===== src/rtl/m_definitions.svh =====
// Shared select encodings and widths for the M-extension datapath muxes.
`ifndef M_DEFINITIONS_SVH
`define M_DEFINITIONS_SVH

`define MUX_A_LENGTH       2
`define MUX_A_KEEP         2'd0
`define MUX_A_R_SIGNED     2'd1
`define MUX_A_R_UNSIGNED   2'd2

`define MUX_B_LENGTH       2
`define MUX_B_KEEP         2'd0
`define MUX_B_D_SIGNED     2'd1
`define MUX_B_D_UNSIGNED   2'd2

`define MUX_R_LENGTH       3
`define MUX_R_KEEP         3'd0
`define MUX_R_A            3'd1
`define MUX_R_A_NEG        3'd2
`define MUX_R_MULT_LOWER   3'd3
`define MUX_R_SUB_KEEP     3'd4

`define MUX_D_LENGTH       2
`define MUX_D_KEEP         2'd0
`define MUX_D_B            2'd1
`define MUX_D_B_NEG        2'd2
`define MUX_D_SHR          2'd3

`define MUX_Z_LENGTH       2
`define MUX_Z_KEEP         2'd0
`define MUX_Z_ZERO         2'd1
`define MUX_Z_MULT_UPPER   2'd2
`define MUX_Z_SHL_ADD      2'd3

`endif


===== src/rtl/m_seq_pkg.sv =====
// State encoding, funct3 codes and select constants for the M-extension sequencer.
package m_seq_pkg;

`include "m_definitions.svh"

    localparam int MUX_A_LENGTH = `MUX_A_LENGTH;
    localparam int MUX_B_LENGTH = `MUX_B_LENGTH;
    localparam int MUX_R_LENGTH = `MUX_R_LENGTH;
    localparam int MUX_D_LENGTH = `MUX_D_LENGTH;
    localparam int MUX_Z_LENGTH = `MUX_Z_LENGTH;

    localparam logic [MUX_A_LENGTH-1:0] MUX_A_KEEP       = `MUX_A_KEEP;
    localparam logic [MUX_A_LENGTH-1:0] MUX_A_R_SIGNED   = `MUX_A_R_SIGNED;
    localparam logic [MUX_A_LENGTH-1:0] MUX_A_R_UNSIGNED = `MUX_A_R_UNSIGNED;
    localparam logic [MUX_B_LENGTH-1:0] MUX_B_KEEP       = `MUX_B_KEEP;
    localparam logic [MUX_B_LENGTH-1:0] MUX_B_D_SIGNED   = `MUX_B_D_SIGNED;
    localparam logic [MUX_B_LENGTH-1:0] MUX_B_D_UNSIGNED = `MUX_B_D_UNSIGNED;
    localparam logic [MUX_R_LENGTH-1:0] MUX_R_KEEP       = `MUX_R_KEEP;
    localparam logic [MUX_R_LENGTH-1:0] MUX_R_A          = `MUX_R_A;
    localparam logic [MUX_R_LENGTH-1:0] MUX_R_A_NEG      = `MUX_R_A_NEG;
    localparam logic [MUX_R_LENGTH-1:0] MUX_R_MULT_LOWER = `MUX_R_MULT_LOWER;
    localparam logic [MUX_R_LENGTH-1:0] MUX_R_SUB_KEEP   = `MUX_R_SUB_KEEP;
    localparam logic [MUX_D_LENGTH-1:0] MUX_D_KEEP       = `MUX_D_KEEP;
    localparam logic [MUX_D_LENGTH-1:0] MUX_D_B          = `MUX_D_B;
    localparam logic [MUX_D_LENGTH-1:0] MUX_D_B_NEG      = `MUX_D_B_NEG;
    localparam logic [MUX_D_LENGTH-1:0] MUX_D_SHR        = `MUX_D_SHR;
    localparam logic [MUX_Z_LENGTH-1:0] MUX_Z_KEEP       = `MUX_Z_KEEP;
    localparam logic [MUX_Z_LENGTH-1:0] MUX_Z_ZERO       = `MUX_Z_ZERO;
    localparam logic [MUX_Z_LENGTH-1:0] MUX_Z_MULT_UPPER = `MUX_Z_MULT_UPPER;
    localparam logic [MUX_Z_LENGTH-1:0] MUX_Z_SHL_ADD    = `MUX_Z_SHL_ADD;

    localparam logic [2:0] F3_MUL    = 3'd0;
    localparam logic [2:0] F3_MULH   = 3'd1;
    localparam logic [2:0] F3_MULHSU = 3'd2;
    localparam logic [2:0] F3_MULHU  = 3'd3;
    localparam logic [2:0] F3_DIV    = 3'd4;
    localparam logic [2:0] F3_DIVU   = 3'd5;
    localparam logic [2:0] F3_REM    = 3'd6;
    localparam logic [2:0] F3_REMU   = 3'd7;

    typedef enum logic [2:0] {
        S_IDLE        = 3'd0,
        S_LOAD        = 3'd1,
        S_MUL_ISSUE   = 3'd2,
        S_MUL_WAIT    = 3'd3,
        S_MUL_CAPTURE = 3'd4,
        S_DIV_ITER    = 3'd5,
        S_DONE        = 3'd6
    } m_state_e;

    // Result lives in Z for high-half products and quotients, in R otherwise.
    function automatic logic res_sel_f(input logic [2:0] f3);
        logic sel;
        case (f3)
            F3_MUL, F3_REM, F3_REMU:                      sel = 1'b0;
            F3_MULH, F3_MULHSU, F3_MULHU, F3_DIV, F3_DIVU: sel = 1'b1;
            default:                                      sel = 1'b0;
        endcase
        return sel;
    endfunction

    // Divide-by-zero quotient stays all-ones, so its sign fix is suppressed.
    function automatic logic res_neg_f(input logic [2:0] f3, input logic s1,
                                       input logic s2, input logic z);
        logic neg;
        case (f3)
            F3_DIV:  neg = (s1 ^ s2) & ~z;
            F3_REM:  neg = s1;
            default: neg = 1'b0;
        endcase
        return neg;
    endfunction

endpackage


===== src/rtl/m_sequencer.sv =====
// Control FSM for the RV32M multiply/divide datapath: drives the register-bank
// selects cycle by cycle and tells writeback where the result is and its sign.
module m_sequencer
    import m_seq_pkg::*;
#(
    parameter int MUL_LAT = 2
) (
    input  logic                    clk,
    input  logic                    resetn,
    input  logic                    start,
    input  logic                    flush,
    input  logic [2:0]              funct3,
    input  logic                    rs1_sign,
    input  logic                    rs2_sign,
    input  logic                    rs2_zero,
    input  logic                    sub_neg,
    output logic [MUX_A_LENGTH-1:0] mux_A,
    output logic [MUX_B_LENGTH-1:0] mux_B,
    output logic [MUX_R_LENGTH-1:0] mux_R,
    output logic [MUX_D_LENGTH-1:0] mux_D,
    output logic [MUX_Z_LENGTH-1:0] mux_Z,
    output logic                    busy,
    output logic                    done,
    output logic                    result_sel,
    output logic                    result_neg
);

    localparam logic [2:0] WAIT_LAST = 3'(MUL_LAT - 1);
    localparam logic [5:0] DIV_LAST  = 6'd31;

    m_state_e state_r, state_s;
    logic [2:0] f3_r;
    logic       s1_r, s2_r;
    logic [2:0] wait_cnt_r;
    logic [5:0] div_cnt_r;
    logic       accept_s, signed_div_s;
    logic [MUX_A_LENGTH-1:0] mul_a_s;
    logic [MUX_B_LENGTH-1:0] mul_b_s;
    logic       unused_s;

    // sub_neg is only observed by external checkers; the FSM timing is fixed.
    assign unused_s     = sub_neg;
    assign accept_s     = (state_r == S_IDLE) & start & ~flush;
    assign signed_div_s = f3_r[2] & ~f3_r[0];
    assign mul_a_s = ((f3_r == F3_MULH) || (f3_r == F3_MULHSU)) ? MUX_A_R_SIGNED : MUX_A_R_UNSIGNED;
    assign mul_b_s = (f3_r == F3_MULH) ? MUX_B_D_SIGNED : MUX_B_D_UNSIGNED;

    // State register, operation latch and registered writeback routing.
    always_ff @(posedge clk) begin
        if (!resetn) begin
            state_r    <= S_IDLE;
            f3_r       <= 3'd0;
            s1_r       <= 1'b0;
            s2_r       <= 1'b0;
            result_sel <= 1'b0;
            result_neg <= 1'b0;
        end else begin
            state_r <= state_s;
            if (accept_s) begin
                f3_r       <= funct3;
                s1_r       <= rs1_sign;
                s2_r       <= rs2_sign;
                result_sel <= res_sel_f(funct3);
                result_neg <= res_neg_f(funct3, rs1_sign, rs2_sign, rs2_zero);
            end
        end
    end

    // Phase counters run only while the FSM stays in their state.
    always_ff @(posedge clk) begin
        if (!resetn) begin
            wait_cnt_r <= 3'd0;
            div_cnt_r  <= 6'd0;
        end else begin
            wait_cnt_r <= ((state_r == S_MUL_WAIT) && (state_s == S_MUL_WAIT)) ? wait_cnt_r + 3'd1 : 3'd0;
            div_cnt_r  <= ((state_r == S_DIV_ITER) && (state_s == S_DIV_ITER)) ? div_cnt_r + 6'd1 : 6'd0;
        end
    end

    // Next-state decode; flush overrides every other transition.
    always_comb begin
        state_s = state_r;
        if (flush) begin
            state_s = S_IDLE;
        end else begin
            case (state_r)
                S_IDLE:        state_s = start ? S_LOAD : S_IDLE;
                S_LOAD:        state_s = f3_r[2] ? S_DIV_ITER : S_MUL_ISSUE;
                S_MUL_ISSUE:   state_s = S_MUL_WAIT;
                S_MUL_WAIT:    state_s = (wait_cnt_r == WAIT_LAST) ? S_MUL_CAPTURE : S_MUL_WAIT;
                S_MUL_CAPTURE: state_s = S_DONE;
                S_DIV_ITER:    state_s = (div_cnt_r == DIV_LAST) ? S_DONE : S_DIV_ITER;
                S_DONE:        state_s = S_IDLE;
                default:       state_s = S_IDLE;
            endcase
        end
    end

    // Select decode; multiplier operand selects stay fixed through capture.
    always_comb begin
        mux_A = MUX_A_KEEP;
        mux_B = MUX_B_KEEP;
        mux_R = MUX_R_KEEP;
        mux_D = MUX_D_KEEP;
        mux_Z = MUX_Z_KEEP;
        busy  = (state_r != S_IDLE);
        done  = (state_r == S_DONE);
        case (state_r)
            S_LOAD: begin
                mux_Z = MUX_Z_ZERO;
                if (signed_div_s && s1_r) mux_R = MUX_R_A_NEG;
                else                      mux_R = MUX_R_A;
                if (signed_div_s && s2_r) mux_D = MUX_D_B_NEG;
                else                      mux_D = MUX_D_B;
            end
            S_MUL_ISSUE, S_MUL_WAIT: begin
                mux_A = mul_a_s;
                mux_B = mul_b_s;
            end
            S_MUL_CAPTURE: begin
                mux_A = mul_a_s;
                mux_B = mul_b_s;
                mux_R = MUX_R_MULT_LOWER;
                mux_Z = MUX_Z_MULT_UPPER;
            end
            S_DIV_ITER: begin
                mux_R = MUX_R_SUB_KEEP;
                mux_Z = MUX_Z_SHL_ADD;
                mux_D = MUX_D_SHR;
            end
            default: begin
            end
        endcase
    end

endmodule

===== config.mk =====
export PLATFORM = sky130hd
export DESIGN_NAME = m_sequencer
export DESIGN_NICKNAME = d
export VERILOG_FILES = /design/src/rtl/m_seq_pkg.sv /design/src/rtl/m_sequencer.sv
export VERILOG_INCLUDE_DIRS = /design/src /design/src/rtl
export SDC_FILE = /design/constraint.sdc
export NUM_CORES = 1
export LEC_CHECK = 0
export BUFFER_PORTS_ARGS = -buffer_cell sky130_fd_sc_hd__buf_2
export CAP_MARGIN = 20
export CORE_UTILIZATION = 46
export DETAILED_ROUTE_END_ITERATION = 7
export PLACE_DENSITY = 0.81
export SKIP_LAST_GASP = 1
export SLEW_MARGIN = 20
export SYNTH_ARGS = -nofsm -noshare
export SYNTH_HDL_FRONTEND = slang
export SYNTH_SLANG_ARGS = --single-unit

===== constraint.sdc =====
create_clock -name clk -period 1.7 [get_ports clk]
set_input_delay 0.17 -clock clk [delete_from_list [all_inputs] [get_ports clk]]
set_output_delay 0.17 -clock clk [all_outputs]
set_load 0.01 [all_outputs]

After elaboration in Yosys (flattened, before gate mapping)
Memories as Yosys holds them, arrays and structs flattened. A register that Yosys moved wholly into a read port is not among the register bits.
Index checks and enable logic that the tools add are counted.
{"block": "word_totals", "memories": 1, "output_inout_bits": 15, "elab_cells": 59, "reg_bits": 18, "mem_bits_ro": 8}
{"block": "classes", "muxes": 16, "eq_ne": 14, "bitwise_logic": 8, "addsub": 2, "reduce_logical": 11}
{"memory": "(name not given)", "depth": 8, "word_bits": 1, "read_ports": 1, "rd_ports_with_merged_regs": 1, "wr": 0, "line_no": "m_seq_pkg.sv:54", "rtl": "case (f3)"}
{"op": "$eq 3x3->1 const B", "count": 6}
{"op": "$pmux 3 s6", "count": 1}
{"op": "$mux 2", "count": 7}
{"op": "$eq 3x2->1 const B", "count": 4}
{"op": "$eq 3x1->1 const B", "count": 3}
{"op": "$mux 3", "count": 3}
{"op": "$pmux 3 s3", "count": 1}
{"op": "$add 6x1->6 const B", "count": 1}
{"op": "$eq 6x5->1 const B", "count": 1}
{"op": "$pmux 2 s3", "count": 1}
{"op": "$and 1x1->1", "count": 4}
{"op": "$logic_and 1x1->1", "count": 4}
{"op": "$pmux 2 s2", "count": 1}
{"op": "$reduce_and 2->1", "count": 2}
{"op": "$add 3x1->3 const B", "count": 1}
{"op": "$logic_not 3->1", "count": 1}
{"op": "$not 1->1", "count": 3}
{"op": "$reduce_bool 3->1", "count": 1}
{"op": "$reduce_or 3->1", "count": 1}
{"op": "$pmux 1 s2", "count": 1}
{"op": "$logic_not 1->1", "count": 1}
{"op": "$logic_or 1x1->1", "count": 1}
{"op": "$mux 1", "count": 1}
{"op": "$xor 1x1->1", "count": 1}

Depth between registers and ports, before layout
Gate-level depths: netlist of the first run.
{"block": "logic_depth", "word_depth": 7, "mapped_depth": 6, "ltp_nobuf": 6}

Worst setup path before layout of the first run
Ideal clock, no wire load.
{"block": "synth_path", "path_type": "reg-to-reg", "start": "reg state_r[0]", "end": "reg result_sel", "arrival_ps": 1674, "path_stages_with_launch": 6, "t_required_ps": 1634, "path_buffers": 1, "slack_ps": -40, "setup_time_ps": 66, "period_less_slack_ps": 1740, "cell_sequence": "dfxtp_1 or3_4 or3b_1 buf_6 a211o_1 a21boi_2"}
{"block": "synth_via", "elab_chain_len": 3}
{"item": "start, declared", "line_no": "m_sequencer.sv:31", "rtl": "m_state_e state_r, state_s;"}
{"item": "start signal, assigned", "line_no": "m_sequencer.sv:58", "rtl": "state_r <= state_s;"}
{"item": "$logic_not 3->1", "line_no": "m_sequencer.sv:43", "rtl": "assign accept_s = (state_r == S_IDLE) & start & ~flush;"}
{"item": "$and 1x1->1 (2 in a row)", "line_no": "m_sequencer.sv:43"}
{"item": "end, declared", "line_no": "m_sequencer.sv:24", "rtl": "output logic result_sel,"}
No other way between the ends.
A chain may end at the register's enable or synchronous reset.

Worst setup path after layout of the first run
{"block": "layout_path", "start": "reg state_r[1]", "end": "out mux_A[0]"}
{"block": "layout_via", "elab_chain_len": 3, "elab_cells_between_ends": 5, "classes_between": "eq/ne (3); mux (1); reduce/logical (1)"}
{"item": "$eq 3x2->1 / $eq 3x3->1 (equally long branches)", "line_no": "m_sequencer.sv:108", "rtl": "case (state_r)"}
{"item": "$reduce_or 3->1 (no line) *"}
{"item": "$mux 2 *", "line_no": "m_sequencer.sv:108"}
{"item": "end, declared", "line_no": "m_sequencer.sv:17", "rtl": "output logic [MUX_A_LENGTH-1:0] mux_A,"}
Every way passes the cells marked *; elsewhere a longest branch is shown, timed or not.

==> impl_metrics.yaml, run 1 <==
place:
  port_buffers: 24
  placed_area_um2: 1170
  gp_congestion: 0.760
  dp_hpwl_um: 1650
routing:
  via_per_inst: 5.14
  avgRoutedWirePerCell_um: 12.1
  routed_wl_um: 2090
  final_antenna_net_count: 0
  drc: 0
  vias: 890
  drt-pass1-iter-count: 4
  drt_iter0_drc: 27
logic_synthesis:
  postSynthAreaPerCell_um2: 8.54
  synth-xor-area-share: 0.0530
  yosys_register_bits: 19
  ys_seq_area_frac: 0.384
  synth-compound-area-share: 0.110
  syn_area_um2: 991
  synth_cell_types: 34
  yosys_warnings: 0
  synthMuxAreaShare: 0.0606
  yosys.area_share.adder: 0.0379
  synth_top_family_by_area: "simple AND/OR/NAND/NOR gates"
  syn_nets: 130
  synth-simple-area-share: 0.321
  synth_cells: 116
global_route:
  grt_pass1_vias: 872
  overflow: 0
  grt_max_degree: 13
  antenna_found_initial: 0
  grt_usage: 0.190
  grt_pass1_wl_um: 3510
timing:
  hold_slack_ps: 166
  final-hold-violation-count: 0
  clock_skew_ps: 3.43
  fin_crit_sh: 0.971
  setup_viol_count_final: 0
  max_slew_margin: 0.729
  tightest_slew_ps: 406
  fmax_mhz: 606
  setup_tns_ps: 0
  slew_viol_final: 0
  post-route-min-period_ps: 1650
  rsz0062_at_grt: "true"
cts:
  cts_root_buf: "clkbuf_4"
  cts_max_level: 1
  cts.reportedPaths.clkPinSlew_ps: 110
  clkSinkCount: 19
  cts_tree: "built"
  cts_hold_buf: 0
  clockBufferDepth: 2
  cts_inserted_buffers: 3
  insertion_delay_ps: 290
  post_cts_buffers: 0
floorplan:
  dieArea_um2: 2340
  chipWidth_um: 48.4
  io_pins: 26
  initial_core_util: 0.495
  rows: 16
  die_h_um: 48.4
  coreArea_um2: 2000
critical_path:
  worstPathArrival_ps: 1480
  end_kind: "output pin"
  slowest_stage: "dfxtp_1"
  timing.critical_path.fanout_max: 12
  path_class: "reg -> out"
  worst_path_dominant_cell_family: "buffers and inverters"
  max_stage_delay_ps: 340
  worst_setup_path_start_kind: "flop"
  critical_path_buf_inv_count: 3
  worstPathRequired_ps: 1530
  crit_chain: "buf_6 -> nor2b_4 -> inv_1 -> o21a_1 -> nor3_1 -> buf_2"
final_layout:
  final_common_cell: "buf_2"
  multiInputGateArea_um2: 599
  area.sequential_um2: 382
  nFillCells: 179
  drive_gt1_frac: 0.281
  nNetsFinal: 161
  final_cell_mix: "24 x buf_2, 18 x dfxtp_1, 17 x nor2_1, 10 x nor2b_1"
  diodes: 0
  utilization: 0.610
  area_growth_syn_to_layout_pct: 23.2
  postLayoutCellArea_um2: 1220
pwr:
  p_leak_nw: 0.528
  powerDensity_nw_per_um2: 665
  ir_drop_v: 0.000462
min_path:
  hold_path_class: "in -> reg"
flow_run:
  cap_violations: 0
outcome:
  status: "completed"
-- final cells by class --
cell class,count,area share
tap,27,0.0277
clock buffer,4,0.0215
inverter,3,0.00922
timing repair buffer,30,0.138
multi-input combinational,90,0.491
sequential,19,0.313
-- worst register-to-register path, delay by kind of cell, from the launching register on --
family | cells | cell delay, ps
flops | 1 | 360
buf+inv | 1 | 170
simple gates | 3 | 870
mux | 1 | 140
-- power breakdown --
| part | switching, W | internal (W) |
|---|---|---|
| sequential | 0.00000975 | 0.000456 |
| clock | 0.000134 | 0.0000912 |
| combinational | 0.0000601 | 0.0000613 |
| total | 0.000204 | 0.000608 |
-- flip-flops by register name, summed over array words and instances (netlist names) --
signal      cells
state_r         3
s1_r            1
div_cnt_r       6
wait_cnt_r      3
f3_r            3
s2_r            1
result_neg      1
result_sel      1
-- path summary, 6_finish.rpt --
check	start	end	slack, ps	cells past startpoint
setup reg to reg	state_r[2]$_SDFF_PN0_	s1_r$_SDFFE_PN0P_	70	5
hold / removal	rs2_sign	s2_r$_SDFFE_PN0P_	170	3
setup / recovery	state_r[1]$_SDFF_PN0_	mux_A[0]	50	6
hold reg to reg	result_sel$_SDFFE_PN0P_	result_sel$_SDFFE_PN0P_	460	2
-- cells in the mapped netlist --
cell type   n  area (µm²)
o21bai_1    1        7.51
nand2_1     6        22.5
or3b_1      1        8.76
a211o_1     1        8.76
nor3b_1     1        7.51
and2_1      2        12.5
or3b_2      1        8.76
clkbuf_1    3        11.3
nor4b_1     1        8.76
ha_1        3        37.5
nor3_1      3        15.0
xor2_1      2        17.5
a31oi_1     1        6.26
dfxtp_1    19         380
mux2i_1     6        60.1
and3_1      1        6.26
o22ai_1     1        6.26
buf_6       1        11.3
a21oi_1     5        25.0
nand2b_1    5        31.3
nor2_1     17        63.8
o21ai_0     1        5.00
o31ai_1     1        7.51
nand3_1     5        25.0
nand3b_1    1        7.51
a21boi_2    1        11.3
or3_4       1        11.3
o41ai_1     1        8.76
o21a_1      3        22.5
nor2b_1    12        75.1
nand4_1     1        6.26
xnor2_1     4        35.0
and2b_1     1        7.51
inv_1       3        11.3
-- cells by family (layout without fill, tap and decap cells) --
group,Yosys count,in the layout
adders and majority gates,3,3
DFF,19,19
buffers and inverters,7,37
AOI/OAI and AO/OA,16,16
xor gates and xnor gates,6,6
and+or+nand+nor,59,59
muxes,6,6
-- repair_timing --
action / CTS / global route
resized for setup: 3 / 5
setup endpoints to repair: 3 / 13
pin swaps: 1 / 1
-- per-stage QoR --
stage / power [W] / worst slack, ps / cells
3_3_place_gp: 0.000586 / 96.3 / 169
2_1_floorplan: 0.000546 / 18.3 / 116
5_1_grt: 0.000853 / -19.3 / 173
4_1_cts: 0.000814 / 7.42 / 173
6_report: 0.000812 / 50.0 / 173
3_5_place_dp: 0.000592 / 48.4 / 169
-- metal layers --
layer / up-vias / share of wire / GRT usage
met5: - / 0 / 0
met4: 0 / 0 / 0.0441
met3: 0 / 0.036 / 0.0377
met2: 19 / 0.50 / 0.362
met1: 419 / 0.46 / 0.216
li1: 452 / - / -
(Power assumes the default switching activity.)
==> run 2, diff against run 1 <==
==> constraint.sdc (replaced) <==
create_clock -name clk -period 1.51 [get_ports clk]
set_input_delay 0.151 -clock clk [delete_from_list [all_inputs] [get_ports clk]]
set_output_delay 0.151 -clock clk [all_outputs]
set_load 0.01 [all_outputs]
==> impl_metrics.yaml, run 2 (same netlist as run 1, synthesis figures left out) <==
outcome:
  status: "complete, but fails checks"
  violations: "negative setup slack"
timing:
  setup_tns_ps: -600
  rsz0062_at_grt: "true"
  final-hold-violation-count: 0
  fin_crit_sh: 1.06
  post-route-min-period_ps: 1600
  fmax_mhz: 625
  setup_ws_ps: -89.1
  max_slew_margin: 0.792
  setup_viol_count_final: 13
  tightest_slew_ps: 308
  slew_viol_final: 0
  clock_skew_ps: 5.43
cts:
  cts.reportedPaths.clkPinSlew_ps: 100
  clkSinkCount: 19
  clockBufferDepth: 2
  insertion_delay_ps: 290
  cts_tree: "built"
  cts_root_buf: "clkbuf_4"
  cts_max_level: 1
  cts_inserted_buffers: 3
routing:
  routed_wl_um: 2740
  via_per_inst: 5.21
  drc: 0
  avgRoutedWirePerCell_um: 14.4
  drt_iter0_drc: 25
  vias: 995
  final_antenna_net_count: 0
  drt-pass1-iter-count: 4
place:
  port_buffers: 24
  gp_congestion: 0.779
  dp_hpwl_um: 1530
  placed_area_um2: 1200
critical_path:
  r2r_slack_ps: -90
  worst_r2r_path_depth: 5
  worst_setup_path_start_kind: "flop"
  crit_chain: "or3_4 -> or3b_4 -> buf_8 -> mux2i_1 -> nor2b_1"
  timing.critical_path.fanout_max: 7
  worst_path_dominant_cell_family: "simple AND/OR/NAND/NOR gates"
  end_kind: "flop"
  worstPathArrival_ps: 1790
  slowest_stage: "or3b_4"
  critical_path_buf_inv_count: 1
  path_class: "reg -> reg"
  worstPathRequired_ps: 1700
  cp_num_cells: 5
  max_stage_delay_ps: 410
final_layout:
  area_growth_syn_to_layout_pct: 49.2
  multiInputGateArea_um2: 673
  largest_reg_flops: 6
  nFillCells: 138
  area.sequential_um2: 387
  nNetsFinal: 179
  final_cell_mix: "22 x buf_2, 18 x buf_4, 16 x nor2_1, 14 x dfxtp_1"
  final_common_cell: "buf_2"
  diodes: 0
  drive_gt1_frac: 0.482
  utilization: 0.739
  postLayoutCellArea_um2: 1480
  top_register: "div_cnt_r"
min_path:
  holdPathStages: 3
  hold_path_class: "in -> reg"
floorplan:
  dieArea_um2: 2340
  coreArea_um2: 2000
  rows: 16
  io_pins: 26
  chipWidth_um: 48.4
  die_h_um: 48.4
  initial_core_util: 0.495
global_route:
  grt_pass1_wl_um: 4080
  antenna_found_initial: 0
  met2_usage: 0.352
  use_met1: 0.294
  overflow: 0
  busiest_layer: "met2"
  use_met3: 0.0346
  grt_usage: 0.220
  grt_pass1_vias: 907
  grt_max_degree: 11
pwr:
  powerDensity_nw_per_um2: 642
  ir_drop_v: 0.000577
  p_leak_nw: 0.643
flow_run:
  cap_violations: 0
==> run 2: cell count changes in the layout (fill, tap and decap cells not counted), sizes merged <==
cell,change
buf,+18
==> run 2: power by group <==
part | leakage (nW) | internal [W] | total (W) | switching, W
registers | 0.156 | 0.000514 | 0.000525 | 0.0000119
logic | 0.471 | 0.0000910 | 0.000173 | 0.0000815
clock network | 0.0150 | 0.000103 | 0.000252 | 0.000149
==> run 2: final cells by class <==
| type | instances | share of cell area |
|---|---|---|
| Sequential cell | 19 | 0.261 |
| Tap cell | 27 | 0.0228 |
| Multi-Input combinational cell | 90 | 0.455 |
| Timing Repair Buffer | 48 | 0.235 |
| Inverter | 3 | 0.00761 |
| Clock buffer | 4 | 0.0178 |
==> run 2: path summary, 6_finish.rpt <==
path,start,end
max,state_r[0]$_SDFF_PN0_,f3_r[2]$_SDFFE_PN0P_
min,funct3[0],f3_r[0]$_SDFFE_PN0P_
max reg2reg,state_r[0]$_SDFF_PN0_,f3_r[2]$_SDFFE_PN0P_
min reg2reg,result_sel$_SDFFE_PN0P_,result_sel$_SDFFE_PN0P_
==> run 2: per-stage QoR <==
stage / hold WS, ps / worst slack [ps] / instances / total power [W]
2_1_floorplan: 316 / -83.3 / 116 / 0.000615
3_3_place_gp: 431 / -70.2 / 173 / 0.000659
3_5_place_dp: 439 / -118 / 173 / 0.000662
4_1_cts: 129 / -111 / 186 / 0.000928
5_1_grt: 177 / -142 / 191 / 0.000995
6_report: 153 / -89.1 / 191 / 0.000950
==> run 2: what timing repair did <==
| action | in CTS | in global routing |
|---|---|---|
| setup buffers | 9 | 5 |
| cloned | 0 | 0 |
| pin swaps | 5 | 9 |
| resized for setup | 15 | 22 |
| setup endpoints to repair | 16 | 21 |
| hold buffers | 0 | 0 |
==> run 2: worst register-to-register path, delay by kind of cell (launching register included) <==
kind	cells	cell delay, ps
simple gates	3	850
mux	1	160
buf+inv	1	160
flops	1	330
==> run 2: layer usage <==
layer,vias to the layer above,share of wire
met5,-,0
met4,0,0.0095
met1,469,0.44
met2,31,0.51
met3,4,0.038
li1,491,-
==> run 3, diff against run 2 <==
--- a/config.mk
+++ b/config.mk
@@ -6,11 +6,12 @@
 export SDC_FILE = /design/constraint.sdc
 export NUM_CORES = 1
 export LEC_CHECK = 0
+export ABC_AREA = 1
 export BUFFER_PORTS_ARGS = -buffer_cell sky130_fd_sc_hd__buf_2
 export CAP_MARGIN = 20
 export CORE_UTILIZATION = 46
 export DETAILED_ROUTE_END_ITERATION = 7
-export PLACE_DENSITY = 0.81
+export PLACE_DENSITY = 0.8
 export SKIP_LAST_GASP = 1
 export SLEW_MARGIN = 20
 export SYNTH_ARGS = -nofsm -noshare
==> constraint.sdc (replaced) <==
create_clock -name clk -period 1.51 [get_ports clk]
set_input_delay 0.2265 -clock clk [delete_from_list [all_inputs] [get_ports clk]]
set_output_delay 0.2265 -clock clk [all_outputs]
set_load 0.01 [all_outputs]
==> impl_metrics.yaml, run 3 <==
logic_synthesis:
  ys_seq_area_frac: 0.370
  synthArstFlopShare: 0
  synth_commonest_cells: "24 x nand2_1, 19 x dfxtp_1, 19 x inv_1"
  yosysMostFrequentCell: "nand2_1"
  synth_flop_cell: "dfxtp_1"
  synth_cells: 136
  synth.largest_area_cell: "dfxtp_1"
  postSynthAreaPerCell_um2: 7.56
  yosys_register_bits: 19
  yosys_warnings: 0
  synth_top_cell_area_share: 0.370
  netlist_top_cells_area: "dfxtp_1 37%, nand2_1 8.8%, inv_1 6.9%, nor2_2 4.9%, nor2_1 4.4%"
  synth_cell_types: 25
  synth-edff-count: 0
  syn_area_um2: 1030
  syn_nets: 150
routing:
  final_antenna_net_count: 0
  drt_iter0_drc: 11
  drt-pass1-iter-count: 4
  drc: 0
  via_per_inst: 4.83
  routed_wl_um: 2260
  avgRoutedWirePerCell_um: 11.4
  vias: 956
timing:
  clock_skew_ps: 7.69
  final-hold-violation-count: 0
  hold_slack_ps: 217
  fin_crit_sh: 0.983
  setup_tns_ps: 0
  setup_viol_count_final: 0
  fmax_mhz: 673
  rsz0062_at_grt: "true"
  slew_viol_final: 0
  tightest_slew_ps: 300
  max_slew_margin: 0.798
  post-route-min-period_ps: 1480
final_layout:
  nFillCells: 179
  final_cell_mix: "24 x buf_2, 22 x nand2_1, 16 x inv_1, 14 x dfxtp_1, 11 x nor2_1"
  drive_gt1_frac: 0.421
  top_register: "div_cnt_r"
  nNetsFinal: 186
  area.sequential_um2: 399
  largest_reg_flops: 6
  stdcell_count: 198
  area_growth_syn_to_layout_pct: 30.5
  diodes: 0
  multiInputGateArea_um2: 613
  final_common_cell: "buf_2"
pwr:
  powerDensity_nw_per_um2: 690
  p_leak_nw: 0.636
  ir_drop_v: 0.000492
critical_path:
  worst_setup_path_start_kind: "flop"
  crit_top_cell: "nand2_1"
  startpoint: "f3_r[2]$_SDFFE_PN0P_"
  r2r_slack_ps: 190
  worstPathRequired_ps: 1280
  rr_endpoint: "div_cnt_r[5]$_SDFF_PN0_"
  end_kind: "output pin"
  slowest_stage: "dfxtp_4"
  crit_path_end: "mux_R[1]"
  path_class: "reg -> out"
  crit_chain: "inv_2 -> nor3_2 -> nand2_1 -> nand2_1 -> buf_2"
  r2r_start: "div_cnt_r[0]$_SDFF_PN0_"
  timing.critical_path.fanout_max: 4
  worstPathArrival_ps: 1260
  worst_r2r_path_depth: 6
  max_stage_delay_ps: 400
global_route:
  grt_usage: 0.188
  antenna_found_initial: 0
  grt_pass1_wl_um: 3480
  overflow: 0
  grt_pass1_vias: 900
  grt_max_degree: 12
floorplan:
  die_h_um: 49.3
  io_pins: 26
  coreArea_um2: 2020
  rows: 16
  dieArea_um2: 2430
  initial_core_util: 0.509
  chipWidth_um: 49.3
place:
  dpl.cell_count: 187
  dp_hpwl_um: 1630
  gp_congestion: 0.751
  port_buffers: 24
cts:
  insertion_delay_ps: 300
  clockBufferDepth: 2
  cts_tree: "built"
  cts_inserted_buffers: 3
  clkSinkCount: 19
  cts.reportedPaths.clkPinSlew_ps: 110
  cts_max_level: 1
  cts_root_buf: "clkbuf_4"
  cts_hold_buf: 0
outcome:
  status: "completed"
min_path:
  hold_path_class: "in -> reg"
flow_run:
  cap_violations: 0
run 3: changes by cell type after synthesis, sizes merged, moves of 3 or more:
cell    before  now
o21a         3    0
nor2        17   23
o21ai        1    7
mux2i        6    0
inv          3   22
nor2b       12    0
nand2b       5    0
nor3         3    6
nand3        5    9
clkbuf       3    0
nand2        6   25
nand4        1    4
run 3: cell families after synthesis:
| logic type | Yosys count | share of synthesized area |
|---|---|---|
| xor gates and xnor gates | 6 | 0.0511 |
| and+or+nand+nor | 69 | 0.370 |
| AOI/OAI and AO/OA | 16 | 0.0815 |
| buffers and inverters | 23 | 0.0912 |
| DFF | 19 | 0.370 |
| adders and majority gates | 3 | 0.0365 |
run 3: power by group:
group	switching, W	internal [W]
registers	0.0000130	0.000509
logic	0.0000802	0.0000590
clock network	0.000162	0.000103
run 3: how the worst min path moves through the flow:
stage                               endpoint  depth (start not counted)                     start  slack (ps)
finish                  f3_r[1]$_SDFFE_PN0P_                          3                 funct3[1]         220
global route            f3_r[0]$_SDFFE_PN0P_                          3                 funct3[0]         220
CTS                     f3_r[1]$_SDFFE_PN0P_                          3                 funct3[1]         220
detailed placement   div_cnt_r[0]$_SDFF_PN0_                          1   div_cnt_r[0]$_SDFF_PN0_         440
global placement    wait_cnt_r[0]$_SDFF_PN0_                          1  wait_cnt_r[0]$_SDFF_PN0_         430
floorplan              state_r[2]$_SDFF_PN0_                          2                    resetn         360
run 3: repair_timing:
| item | CTS | global route |
|---|---|---|
| endpoints found under the setup margin | 9 | 9 |
| cloned | 0 | 0 |
| resized for setup | 9 | 19 |
| buffers inserted | 0 | 7 |
| pin swaps | 0 | 3 |
run 3: area by class of cell:
| type | instances | share of cell area |
|---|---|---|
| Timing Repair Buffer | 32 | 0.134 |
| Sequential cell | 19 | 0.297 |
| Clock buffer | 4 | 0.0196 |
| Inverter | 22 | 0.0671 |
| Multi-Input combinational cell | 94 | 0.457 |
| Tap cell | 27 | 0.0252 |
run 3: through the flow:
step	setup slack, ps	util	instance area (µm²)	total power (W)
finish	25.2	0.664	1340	0.000926
floorplan	320	-	1030	0.000606
global placement	199	0.583	1180	0.000643
detailed placement	141	0.583	1180	0.000649
CTS	-14.0	0.611	1230	0.000909
global route	-73.2	0.664	1340	0.000971
run 3: critical path, delay by kind of cell, from the launching register on:
kind,cells,cell delay (ps)
AND/OR/NAND/NOR,3,370
buffers and inverters,2,180
flip-flops,1,400
run 3: routing by layer:
| layer | track usage | part of all wire |
|---|---|---|
| met1 | 0.191 | 0.42 |
| met2 | 0.365 | 0.54 |
| met3 | 0.0374 | 0.031 |
| met4 | 0.0784 | 0.0053 |
| met5 | 0 | 0 |
